### src/rtl/fifo_pkg.sv
`default_nettype none
// ============================================================================
//  Module      : fifo_pkg
//  Description : Shared helpers for the fifo block. Provides the pointer-width
//                calculation used by the top level and by the storage array.
//  Revision    : 1.0 - initial release
// ============================================================================
package fifo_pkg;

   // Address width for a given number of entries. The minimum is one bit, so
   // a single-entry FIFO still has a legal pointer.
   function automatic int ptr_width(input int entries);
      return (entries > 1) ? $clog2(entries) : 1;
   endfunction

endpackage
`default_nettype wire

### src/rtl/fifo_array.sv
`default_nettype none
// ============================================================================
//  Module      : fifo_array
//  Description : depth x width register file that stores FIFO entries.
//                It has one synchronous write port and one asynchronous
//                read-address port. The array has no reset, so its contents
//                are undefined until they are written.
//  Ports       : clk   - clock; a write is performed on the rising edge
//                we    - write enable
//                waddr - write address
//                wdata - write data
//                raddr - read address
//                rdata - read data (combinational from raddr)
//  Revision    : 1.0 - initial release
// ============================================================================
module fifo_array
   import fifo_pkg::*;
#(
   parameter int depth = 16,
   parameter int width = 8,
   parameter int aw    = ptr_width(depth)
)
(
   input  logic             clk,
   input  logic             we,
   input  logic [aw-1:0]    waddr,
   input  logic [width-1:0] wdata,
   input  logic [aw-1:0]    raddr,
   output logic [width-1:0] rdata
);

   logic [width-1:0] mem [depth];

   always_ff @(posedge clk) begin
      if (we) begin
         mem[waddr] <= wdata;
      end
   end

   assign rdata = mem[raddr];

endmodule
`default_nettype wire

### src/rtl/fifo.sv
`default_nettype none
// ============================================================================
//  Module      : fifo
//  Description : Synchronous single-clock FIFO of depth entries of width bits.
//                depth can be any integer >= 1. Pointers wrap by explicit
//                compare against depth-1.
//  Ports       : clk       - clock; all state changes on the rising edge
//                rst       - asynchronous active-low reset
//                wr        - write strobe
//                rd        - read strobe
//                data_in   - write data, sampled with wr
//                data_out  - registered read data; it holds until the next
//                            accepted read
//                full      - occupancy equals depth
//                empty     - occupancy equals zero
//                overflow  - one cycle after a refused write
//                underflow - one cycle after a refused read
//  Revision    : 1.0 - initial release
// ============================================================================
module fifo
   import fifo_pkg::*;
#(
   parameter int depth = 16,
   parameter int width = 8
)
(
   input  logic             clk,
   input  logic             rst,
   input  logic             wr,
   input  logic             rd,
   input  logic [width-1:0] data_in,
   output logic [width-1:0] data_out,
   output logic             full,
   output logic             empty,
   output logic             overflow,
   output logic             underflow
);

   localparam int            aw        = ptr_width(depth);
   localparam int            cw        = $clog2(depth + 1);
   localparam logic [aw-1:0] last_ptr  = aw'(depth - 1);
   localparam logic [cw-1:0] max_count = cw'(depth);

   logic [aw-1:0]    wr_ptr;
   logic [aw-1:0]    rd_ptr;
   logic [cw-1:0]    count;
   logic [width-1:0] rd_word;
   logic             rd_ok;
   logic             wr_ok;

   assign full  = (count == max_count);
   assign empty = (count == '0);

   // A read is refused when the FIFO is empty, so a write on an empty FIFO
   // never passes straight through. A write on a full FIFO is accepted only
   // when a read frees a slot on the same edge.
   assign rd_ok = rd && !empty;
   assign wr_ok = wr && (!full || rd_ok);

   fifo_array #(
      .depth (depth),
      .width (width),
      .aw    (aw)
   ) u_array (
      .clk   (clk),
      .we    (wr_ok),
      .waddr (wr_ptr),
      .wdata (data_in),
      .raddr (rd_ptr),
      .rdata (rd_word)
   );

   always_ff @(posedge clk or negedge rst) begin
      if (!rst) begin
         wr_ptr    <= '0;
         rd_ptr    <= '0;
         count     <= '0;
         data_out  <= '0;
         overflow  <= 1'b0;
         underflow <= 1'b0;
      end else begin
         if (wr_ok) begin
            wr_ptr <= (wr_ptr == last_ptr) ? '0 : wr_ptr + 1'b1;
         end
         if (rd_ok) begin
            rd_ptr   <= (rd_ptr == last_ptr) ? '0 : rd_ptr + 1'b1;
            data_out <= rd_word;
         end
         if (wr_ok && !rd_ok) begin
            count <= count + 1'b1;
         end else if (rd_ok && !wr_ok) begin
            count <= count - 1'b1;
         end
         overflow  <= wr && !wr_ok;
         underflow <= rd && !rd_ok;
      end
   end

endmodule
`default_nettype wire

### config.mk
export PLATFORM = sky130hd
export DESIGN_NAME = fifo
export DESIGN_NICKNAME = d
export VERILOG_FILES = /design/src/rtl/fifo_pkg.sv /design/src/rtl/fifo_array.sv /design/src/rtl/fifo.sv
export SDC_FILE = /design/constraint.sdc
export NUM_CORES = 1
export LEC_CHECK = 0
export BUFFER_PORTS_ARGS = -buffer_cell sky130_fd_sc_hd__buf_4
export CAP_MARGIN = 20
export CORE_MARGIN = 1.5
export CORE_UTILIZATION = 40
export DETAILED_ROUTE_END_ITERATION = 6
export GPL_TIMING_DRIVEN = 1
export PLACE_DENSITY_LB_ADDON = 0.2
export SLEW_MARGIN = 20
export SYNTH_ARGS = -nofsm -noshare
export SYNTH_HDL_FRONTEND = slang
export SYNTH_SLANG_ARGS = --single-unit
### constraint.sdc
create_clock -name clk -period 3 [get_ports clk]
set_clock_uncertainty 0.15 [all_clocks]
set_input_delay 0.3 -clock clk [delete_from_list [all_inputs] [get_ports clk]]
set_output_delay 0.3 -clock clk [all_outputs]
set_load 0.005 [all_outputs]
Word level (Yosys, flattened, before mapping)
Memory sizes are Yosys's and may differ from the RTL's. A register that Yosys moved wholly into a read port is not among the register bits.
Cells that the tools add are included.
- bits in read-only memories: 0
- bits in writable memories: 128
- memories: 1
- latch bits: 0
- logic and storage cells: 33
- register bits: 15
- input bits: 12
- output and inout bits: 12
- $add $sub $neg: 4
- bitwise logic cells: 0
- equality and inequality tests: 3
- magnitude comparators: 0
- reductions and logical operators: 14
- shifts and indexed selects: 0
- multiply operators: 0
- multiplexer cells: 6
- divide/modulo/power cells: 0
- memory list (memory ; depth ; bits a word ; rd ports ; clocked after Yosys merged registers in ; write ports ; RTL line ; RTL):
    u_array.mem ; 16 ; 8 ; 1 ; 1 ; 1 ; fifo_array.sv:32 ; logic [width-1:0] mem [depth];
- operators with widths (operator ; count):
    $mux 5 ; 2
    $add 4x1->4 const B ; 2
    $eq 4x4->1 const B ; 2
    $mux 4 ; 2
    $logic_and 1x1->1 ; 6
    $add 5x1->5 const B ; 1
    $eq 5x5->1 const B ; 1
    $logic_not 1->1 ; 5
    $logic_not 5->1 ; 1
    $sub 5x1->5 const B ; 1
    $mux 1 ; 2
    $reduce_bool 2->1 ; 1
    $logic_or 1x1->1 ; 1

Longest topological paths before layout
Gate-level depths: netlist of the first run.
- word-level depth: 9
- mapped depth: 11
- mapped depth without buffers: 10

Hierarchy
From an unflattened synthesis of the first run, not the netlist that was laid out.
- cells, all modules: 322
- area, all modules: 6157.2 um^2
- by module, submodules not included (module ; seq. area each (um^2) ; cells each ; area each (um^2) ; instances):
    fifo_array ; 3843.7 ; 221 ; 4987.3 ; 1
    fifo ; 575.6 ; 101 ; 1169.9 ; 1

Worst setup path after synthesis of the first run
Ideal clock, no wire load.
- path type: reg2reg
- from: reg count[1]
- to: reg count[4]
- buffers on the path: 1
- data arrival time: 2418 ps
- setup time: 80 ps
- stages on the path, launching flop included: 12
- path slack: 352 ps
- clock period less this slack: 2648 ps
- required time: 2770 ps
- cell sequence: dfrtp_1 > nor4_2 > a21oi_1 > clkbuf_1 > inv_1 > ha_1 > inv_1 > ha_1 > a21o_1 > a21oi_1 > mux2i_1 > xnor2_1
- longest elaborated chain between the ends: 8
- elaborated cells on any way between the ends: 16
- those cells by class: add/sub (2); eq/ne (1); mux (2); reduce/logical (11)
- RTL lines (what ; RTL line ; RTL):
    start: declaration ; fifo.sv:46 ; logic [cw-1:0] count;
    start signal: assignment ; fifo.sv:90 ; count <= count + 1'b1;
    start signal: assignment ; fifo.sv:92 ; count <= count - 1'b1;
    branches (longest 8 deep; another with $sub 5x1->5) ; -- ;
Several ways; the timed one is not identified. The select of a mux whose other input is x is not followed.
A chain may end at the register's enable or synchronous reset.

Worst setup path after layout of the first run
Ends and elaborated chain as after synthesis.

==> flow_metrics.py, run 1 <==
metrics = {
    "outcome": {
        "outcome": "finished, final reports clean",
    },
    "logic_synthesis": {
        "avgSynthCellArea_um2": 16.0,
        "async_reset_ff_frac": 0.152,
        "ys_top_cells_by_area": "edfxtp_1, dfrtp_1, mux2i_1",
        "ys_types": 38,
        "synth_top_cell_by_area": "edfxtp_1",
        "mappedNetlistNets": 409,
        "syn_area_um2": 6170,
        "synth_top_cell_area_share": 0.623,
        "synth_seq_area_share": 0.716,
        "synth_cells": 386,
        "synth_edf_count": 128,
        "ys.flop_type": "edfxtp_1",
        "yosysWarnings": 0,
        "synth_seq_cells": 151,
    },
    "placed_design": {
        "gp_congestion": 0.735,
        "hpwl_um": 8060,
        "dpl_cell_area_um2": 6670,
        "port_buffers": 23,
    },
    "routing": {
        "totalWireLength_um": 12600,
        "drt_iter0_drc": 291,
        "antenna_left": 0,
        "viasPerCell": 5.25,
        "drcViolationCount": 0,
        "routedWlPerCell_um": 19.8,
        "vias": 3359,
        "dr.pass1.iters": 4,
    },
    "grt": {
        "grt_pass1_vias": 3339,
        "top_usage_layer": "met2",
        "grt.met1_usage": 0.232,
        "overflow": 0,
        "grt_usage": 0.171,
        "grt_first_pass_wirelength_um": 19700,
        "grt_antenna_before_repair": 0,
        "grtUsageMet3": 0.0440,
        "grt_use_met2": 0.261,
        "grt_max_degree": 26,
    },
    "min_path": {
        "hp-start": "data_in[6]",
        "min_to": "u_array.mem[2][6]",
        "min_path_type": "primary input to register",
        "min_path_cells": 1,
    },
    "finish": {
        "nFillCells": 1304,
        "finish.utilization": 0.481,
        "antenna_cells": 0,
        "final_area_um2": 7290,
        "nNetsFinal": 462,
        "final_common_cell": "edfxtp_1",
        "most-common-layout-cells": "edfxtp_1, buf_4, mux2i_1, nor2_1, dfrtp_1",
        "area_delta_synth_final_pct": 18.1,
        "final_layout_size_suffix_gt1_frac": 0.199,
    },
    "pwr": {
        "vdd_drop_max_v": 0.000463,
        "p_leak_nw": 2.68,
        "power.density_nw_per_um2": 947,
        "p_total_mw": 6.91,
    },
    "critical_path": {
        "r2r_slack_ps": 340,
        "arrival_ps": 2850,
        "end_kind": "register",
        "worstPathMaxFanout": 5,
        "crit_type": "register to register",
        "worstSetupStartpointType": "register",
        "required_ps": 3190,
        "r2r-start": "count[1]",
        "r2r_cells": 10,
        "r2r_end": "count[4]",
    },
    "cts": {
        "cts_tree": "built",
        "htree_levels": 4,
        "clk_pin_slew_ps": 60,
        "cts_buffers": 17,
        "clk_latency_ps": 410,
        "clock_sinks": 151,
        "ctsLongestPathBuffers": 2,
        "ctsRootBufferMaster": "clkbuf_16",
    },
    "floorplan": {
        "core-area_um2": 15100,
        "die-height_um": 127,
        "die_width_um": 127,
        "io_pins": 24,
        "rows": 45,
        "dieArea_um2": 16200,
        "initial_utilization": 0.408,
    },
    "sta": {
        "timing.slew.headroom": 0.587,
        "rsz0062_at_grt": "false",
        "fin_crit_sh": 0.887,
        "finalHoldViolations": 0,
        "slew_viol_final": 0,
        "period_minus_slack_ps": 2660,
        "worst_pin_slew_ps": 618,
        "setup_tns_ps": 0,
        "setup_viol_count_final": 0,
        "fmax_ghz": 0.376,
    },
    "job": {
        "cap_violations": 0,
    },
}
-- per-stage QoR --
step | cells | hold slack [ps] | worst slack, ps
floorplan | 386 | -146 | 352
global placement | 605 | 83.8 | 411
detailed placement | 605 | 88.6 | 336
CTS | 640 | 48.0 | 312
global route | 640 | 47.7 | 77.8
finish | 640 | 75.5 | 338
-- area by class of cell --
type	instances	area (um2)	share of cell area
well taps	188	235	0.0323
repair buffers	52	410	0.0563
multi-input cells	205	1590	0.218
inverters	12	45.0	0.00618
clock inverters	11	123	0.0168
clock buffers	21	470	0.0645
flip-flops and latches	151	4420	0.606
-- cells by family (layout without fill, tap and decap cells) --
kind of cell	after synthesis	after routing	synth area share
DFF	151	151	0.716
and+or+nand+nor	80	80	0.0596
AOI/OAI and AO/OA	57	57	0.0626
muxes	51	51	0.102
buffers and inverters	30	96	0.0274
adders and majority gates	11	11	0.0235
xor gates and xnor gates	6	6	0.00851
-- sequential cells by signal, indices dropped and copies added, names as in the netlist --
name,flops
wr_ptr,4
rd_ptr,4
data_out,8
underflow,1
u_array.mem,128
overflow,1
count,5
-- cells in the mapped netlist, types with 3 or more instances --
master,number
mux2i_1,41
buf_4,6
a2111oi_1,7
clkbuf_1,3
inv_1,12
edfxtp_1,128
a211oi_1,8
o21ai_0,6
mux4_1,4
nor2b_1,7
buf_6,4
nor2_1,31
ha_1,10
mux4_2,4
nand3_1,6
xnor2_1,5
nand2b_1,3
nand2_1,15
o22ai_1,16
a21oi_1,12
dfrtp_1,23
nor3_1,13
-- critical path, stage by stage (launching register included) --
cell and delay (ps):
dfrtp_1 410, nor4_2 330, nand2_1 110, o21a_1 200, ha_1 230, inv_1 160, ha_1 270, a21o_1 180
a21oi_1 180, mux2i_1 240, xnor2_1 130
-- power breakdown --
group	leakage [nW]	total, mW	internal, mW	switching [mW]
registers	1.43	2.83	2.60	0.231
logic	0.970	1.98	0.903	1.08
clock network	0.281	2.10	1.29	0.809
-- how the worst max path moves through the flow --
stage              from        to  slack, ps
2_1_floorplan  count[1]  count[4]        350
3_3_place_gp   count[1]  count[4]        410
3_5_place_dp   count[1]  count[4]        340
4_1_cts        count[1]  count[4]        310
5_1_grt        count[0]  count[4]         80
6_report       count[1]  count[4]        340
-- timing repair --
action | 4_1_cts | 5_1_grt
endpoints found under the hold margin | 25 | 0
hold buffers | 3 | 0
gates resized for setup | 0 | 0
setup buffers | 0 | 0
-- metal layers --
layer / share of wire / wire, um
met1: 0.47 / 5990
met3: 0.032 / 403
met2: 0.47 / 5960
met5: 0 / 0
met4: 0.023 / 289
(Power assumes the default switching activity.)
==> run 2: changes to the inputs <==
--- a/config.mk
+++ b/config.mk
@@ -9,10 +9,12 @@
 export CAP_MARGIN = 20
 export CORE_MARGIN = 1.5
 export CORE_UTILIZATION = 40
+export CTS_BUF_LIST = sky130_fd_sc_hd__clkbuf_4 sky130_fd_sc_hd__clkbuf_8 sky130_fd_sc_hd__clkbuf_16
 export DETAILED_ROUTE_END_ITERATION = 6
 export GPL_TIMING_DRIVEN = 1
 export PLACE_DENSITY_LB_ADDON = 0.2
 export SLEW_MARGIN = 20
 export SYNTH_ARGS = -nofsm -noshare
 export SYNTH_HDL_FRONTEND = slang
+export SYNTH_HIERARCHICAL = 1
 export SYNTH_SLANG_ARGS = --single-unit
==> run 2 against run 1 <==
Effect of this change:
- worst setup slack got worse by 150 ps
- maximum frequency shrank 5.4%
- hold slack lost 46 ps
==> flow_metrics.py, run 2 <==
metrics = {
    "outcome": {
        "outcome": "finished, final reports clean",
    },
    "grt": {
        "grt_pass1_vias": 3245,
        "grt_usage": 0.168,
        "grt_first_pass_wirelength_um": 19300,
        "grt_antenna_before_repair": 0,
        "overflow": 0,
        "grt_max_degree": 36,
    },
    "pwr": {
        "power.density_nw_per_um2": 944,
        "vdd_drop_max_v": 0.000489,
        "p_total_mw": 6.88,
        "p_leak_nw": 2.59,
    },
    "routing": {
        "dr.pass1.iters": 4,
        "drcViolationCount": 0,
        "routedWlPerCell_um": 21.6,
        "totalWireLength_um": 12400,
        "antenna_left": 0,
        "drt_iter0_drc": 232,
        "vias": 3135,
        "viasPerCell": 5.44,
    },
    "logic_synthesis": {
        "mappedNetlistNets": 341,
        "synth_edf_count": 128,
        "synth_cells": 322,
        "synth_seq_area_share": 0.718,
        "ys_top_cells_by_area": "edfxtp_1, dfrtp_1, mux4_2",
        "synth_most_common_cell": "edfxtp_1",
        "syn_area_um2": 6160,
        "synth_top_cell_by_area": "edfxtp_1",
        "yosysWarnings": 6,
        "synth_top_cell_area_share": 0.624,
        "synth_seq_cells": 151,
        "yosys-top-cells-count": "edfxtp_1, dfrtp_1, nand2_1, mux4_2",
        "avgSynthCellArea_um2": 19.1,
        "async_reset_ff_frac": 0.152,
        "ys.flop_type": "edfxtp_1",
        "ys_types": 43,
    },
    "cts": {
        "cts_setup_buffers": 0,
        "clk_pin_slew_ps": 70,
        "cts_buffers": 17,
        "clock_sinks": 151,
        "htree_levels": 4,
        "ctsLongestPathBuffers": 2,
        "clk_latency_ps": 420,
        "cts_tree": "built",
        "ctsRootBufferMaster": "clkbuf_16",
    },
    "finish": {
        "regArea_um2": 4420,
        "nFillCells": 1267,
        "final_area_um2": 7290,
        "final_common_cell": "edfxtp_1",
        "area_delta_synth_final_pct": 18.3,
        "finish.utilization": 0.483,
        "layoutNonFillerInstCount": 576,
        "nNetsFinal": 394,
        "most-common-layout-cells": "edfxtp_1, buf_4, dfrtp_1, nand2_1, mux4_2",
        "multiInputGateArea_um2": 1620,
        "antenna_cells": 0,
        "largest_reg_flops": 128,
        "final_layout_size_suffix_gt1_frac": 0.286,
        "reg_top3": "u_array/mem: 128 flops, data_out: 8 flops, count: 5 flops",
        "largest_register": "u_array/mem",
    },
    "critical_path": {
        "cpPeakStageDelay_ps": 590,
        "crit_type": "register to register",
        "arrival_ps": 2950,
        "end_kind": "register",
        "path_common_cell": "o311ai_1",
        "r2r_slack_ps": 190,
        "crit_chain": "or4_4 > o21ai_4 > ha_4 > inv_1 > ha_1 > or3_1 > o311ai_1 > o311ai_1",
        "worstSetupStartpointType": "register",
        "required_ps": 3140,
        "worstPathMaxFanout": 7,
        "crit_slowest_cell": "or4_4",
    },
    "sta": {
        "period_minus_slack_ps": 2810,
        "worst_pin_slew_ps": 1020,
        "fmax_ghz": 0.355,
        "timing.slew.headroom": 0.317,
        "fin_crit_sh": 0.938,
        "slew_viol_final": 0,
        "hold-worst-slack_ps": 29.4,
        "setup_viol_count_final": 0,
        "finalHoldViolations": 0,
        "rsz0062_at_grt": "false",
        "fin_ws_ps": 187,
        "setup_tns_ps": 0,
    },
    "floorplan": {
        "io_pins": 24,
        "die-height_um": 127,
        "dieArea_um2": 16100,
        "rows": 45,
        "initial_utilization": 0.408,
        "core-area_um2": 15100,
        "die_width_um": 127,
    },
    "placed_design": {
        "gp_congestion": 0.775,
        "pre_cts_slack_ps": -9.30,
        "hpwl_um": 7450,
        "placedCellCount": 541,
        "dpl_cell_area_um2": 6660,
        "port_buffers": 23,
    },
    "job": {
        "cap_violations": 0,
    },
    "min_path": {
        "min_path_type": "primary input to register",
    },
}
[run 2: worst paths after layout]
| path | startpoint | endpoint | cells after the start |
|---|---|---|---|
| hold reg to reg | data_out[1] | data_out[1] | 1 |
| setup reg to reg | count[3] | count[4] | 8 |
| max in group asynchronous | rst | rd_ptr[0] | 2 |
| hold / removal | data_in[3] | u_array/mem[9][3] | 1 |
| min in group asynchronous | rst | count[4] | 2 |
| setup / recovery | count[3] | count[4] | 8 |
[run 2: repair_timing]
action,CTS,global route
setup endpoints to repair,1,1
pin swaps,0,0
hold buffers,3,0
cloned,0,0
gates resized for setup,1,3
hold endpoints to repair,25,0
[run 2: cell families (layout without fill, tap and decap cells)]
kind of cell	Yosys count	in the layout	synth area share
flops	151	151	0.718
fa+ha+maj	7	7	0.0154
xor+xnor	5	5	0.00711
mux	41	41	0.144
compound gates	38	38	0.0478
simple gates	58	58	0.0447
buf+inv	22	88	0.0228
[run 2: critical path: cells and delay by family, from the launching register on]
kind	cells	cell delay, ps
compound gates	3	610
fa+ha+maj	2	450
buf+inv	1	100
flops	1	400
simple gates	2	950
[run 2: final cells by class]
cell class                 count  share of cell area
inverter                       9             0.00464
tap                          188              0.0323
sequential                   151               0.607
clock buffer                  17              0.0584
clock inverter                15              0.0227
timing repair buffer          47              0.0529
multi-input combinational    149               0.222
[run 2: metal layers]
layer,part of all wire,GRT usage,vias to the layer above
met1,0.45,0.229,1635
met2,0.48,0.263,65
met5,0,0,-
met3,0.052,0.0381,15
li1,-,-,1420
met4,0.016,0.0689,0
[run 2: power breakdown]
part | switching [mW] | leakage (nW) | internal (mW)
sequential | 0.194 | 1.44 | 2.58
clock | 0.920 | 0.282 | 1.18
combinational | 1.01 | 0.868 | 0.990
total | 2.12 | 2.59 | 4.75
==> run 3: changes to the inputs <==
--- a/config.mk
+++ b/config.mk
@@ -13,6 +13,7 @@
 export DETAILED_ROUTE_END_ITERATION = 6
 export GPL_TIMING_DRIVEN = 1
 export PLACE_DENSITY_LB_ADDON = 0.2
+export REMOVE_ABC_BUFFERS = 1
 export SLEW_MARGIN = 20
 export SYNTH_ARGS = -nofsm -noshare
 export SYNTH_HDL_FRONTEND = slang
==> run 3 against run 2 <==
Effect of this change:
- die area did not move
- clock-buffer cell count did not move
- first-iteration DRC count rose by 12%
- maximum frequency rose by 1.1%
- total power fell by 1.2%
- core utilization fell by 0.18 points
- worst setup slack improved by 30 ps
- hold slack improved by 4.8 ps
- combinational power fell by 3%
- largest power group unchanged
- register-to-register slack improved by 30 ps
- via count fell by 0.77%
==> flow_metrics.py, run 3 (same netlist as run 2, synthesis figures left out) <==
metrics = {
    "sta": {
        "slew_viol_final": 0,
        "timing.slew.headroom": 0.352,
        "period_minus_slack_ps": 2780,
        "worst_pin_slew_ps": 968,
        "finalHoldViolations": 0,
        "hold-worst-slack_ps": 34.2,
        "fin_crit_sh": 0.928,
        "fin_ws_ps": 217,
        "setup_viol_count_final": 0,
        "fmax_ghz": 0.359,
        "rsz0062_at_grt": "false",
    },
    "finish": {
        "reg_top3": "u_array/mem: 128 flops, data_out: 8 flops, count: 5 flops",
        "layoutNonFillerInstCount": 578,
        "final_common_cell": "edfxtp_1",
        "nNetsFinal": 396,
        "most-common-layout-cells": "edfxtp_1, buf_4, dfrtp_1, nand2_1, mux4_2",
        "nFillCells": 1268,
        "antenna_cells": 0,
        "area_delta_synth_final_pct": 17.9,
        "final_layout_size_suffix_gt1_frac": 0.285,
        "largest_reg_flops": 128,
        "finish.utilization": 0.481,
        "largest_register": "u_array/mem",
    },
    "grt": {
        "grt_usage": 0.159,
        "grt_pass1_vias": 3062,
        "grt_first_pass_wirelength_um": 18200,
        "overflow": 0,
        "grt_antenna_before_repair": 0,
        "grt_max_degree": 36,
    },
    "pwr": {
        "p_int_mw": 4.78,
        "pwr-share-clk": 0.302,
        "p_comb_frac": 0.285,
        "power.density_nw_per_um2": 936,
        "p_leak_nw": 2.57,
        "netSwitchingFraction": 0.297,
        "switchingPower_mw": 2.02,
        "p_total_mw": 6.80,
        "power_frac_seq": 0.412,
        "vdd_drop_max_v": 0.000481,
    },
    "critical_path": {
        "r2r_slack_ps": 220,
        "worstPathMaxFanout": 6,
        "end_kind": "register",
        "r2r_end": "count[4]",
        "r2r_cells": 9,
        "r2r-start": "count[3]",
        "required_ps": 3170,
        "worstSetupStartpointType": "register",
        "crit_type": "register to register",
        "arrival_ps": 2950,
    },
    "min_path": {
        "min_path_cells": 1,
        "min_path_type": "primary input to register",
        "min_to": "u_array/mem[5][1]",
        "hp-start": "data_in[1]",
    },
    "placed_design": {
        "gp_congestion": 0.698,
        "port_buffers": 23,
        "placedCellCount": 543,
        "pre_cts_slack_ps": 77.2,
        "hpwl_um": 7490,
    },
    "cts": {
        "cts_setup_buffers": 0,
        "clock_sinks": 151,
        "clk_latency_ps": 420,
        "ctsRootBufferMaster": "clkbuf_16",
        "ctsLongestPathBuffers": 2,
        "cts_buffers": 17,
        "htree_levels": 4,
        "cts_tree": "built",
        "clk_pin_slew_ps": 60,
    },
    "floorplan": {
        "rows": 45,
        "core-area_um2": 15100,
        "dieArea_um2": 16100,
        "die-height_um": 127,
        "io_pins": 24,
        "die_width_um": 127,
        "initial_utilization": 0.408,
    },
    "routing": {
        "routedWlPerCell_um": 20.4,
        "dr.pass1.iters": 4,
        "drcViolationCount": 0,
        "drt_iter0_drc": 260,
        "viasPerCell": 5.38,
        "totalWireLength_um": 11800,
        "vias": 3111,
        "antenna_left": 0,
    },
    "job": {
        "cap_violations": 0,
    },
    "outcome": {
        "outcome": "finished, final reports clean",
    },
}
run 3: cell count changes in the layout (fill, tap and decap cells not counted), sizes merged:
| cell | previous run | this run |
|---|---|---|
| clkinv | 5 | 4 |
| clkinvlp | 2 | 6 |
| inv | 16 | 12 |
| bufinv | 1 | 2 |
| buf | 44 | 46 |
run 3: per-layer routing:
metal,share of wire,track usage,wire [um]
met1,0.45,0.208,5330
met2,0.49,0.259,5760
met3,0.041,0.0352,484
met4,0.018,0.0662,213
met5,0,0,0
run 3: how the worst max path moves through the flow:
| stage | startpoint | end | slack [ps] | cells after the start |
|---|---|---|---|---|
| 6_report | count[3] | count[4] | 220 | 9 |
| 3_3_place_gp | count[3] | count[4] | 160 | 9 |
| 4_1_cts | count[3] | count[4] | 70 | 9 |
| 3_5_place_dp | count[3] | count[4] | 80 | 9 |
| 2_1_floorplan | count[0] | count[4] | -140 | 8 |
| 5_1_grt | count[3] | count[4] | 70 | 10 |
run 3: through the flow:
step | setup TNS (ps) | cell area, um2
floorplan | -144 | 6050
finish | 0 | 7260
CTS | 0 | 7250
global route | 0 | 7260
global placement | 0 | 6650
detailed placement | 0 | 6650
run 3: critical path, cell delays in order (launching register included):
cell	delay [ps]
dfrtp_1	400
or4_4	550
o21ai_4	170
inv_1	70
ha_1	190
buf_4	160
fa_1	390
nor2b_1	200
o22ai_1	140
o311ai_1	260
run 3: cell type report:
cell class | count | area [um2] | share of cell area
clock inverters | 15 | 154 | 0.0212
clock buffers | 17 | 425 | 0.0586
inverters | 9 | 33.8 | 0.00465
multi-input cells | 149 | 1600 | 0.221
well taps | 188 | 235 | 0.0324
flip-flops and latches | 151 | 4420 | 0.609
repair buffers | 49 | 388 | 0.0534
run 3: what timing repair did:
item / 4_1_cts / 5_1_grt
hold buffers: 3 / 0
resized for setup: 0 / 3
endpoints found under the setup margin: 0 / 1
endpoints found under the hold margin: 25 / 0
run 3: power groups by stage:
stage,registers (mW),logic (mW),clock network [mW]
CTS,2.80,1.96,2.10
floorplan,2.90,1.17,0
detailed placement,2.84,1.95,0
global route,2.84,2.13,2.17
global placement,2.83,1.93,0
finish,2.80,1.94,2.06
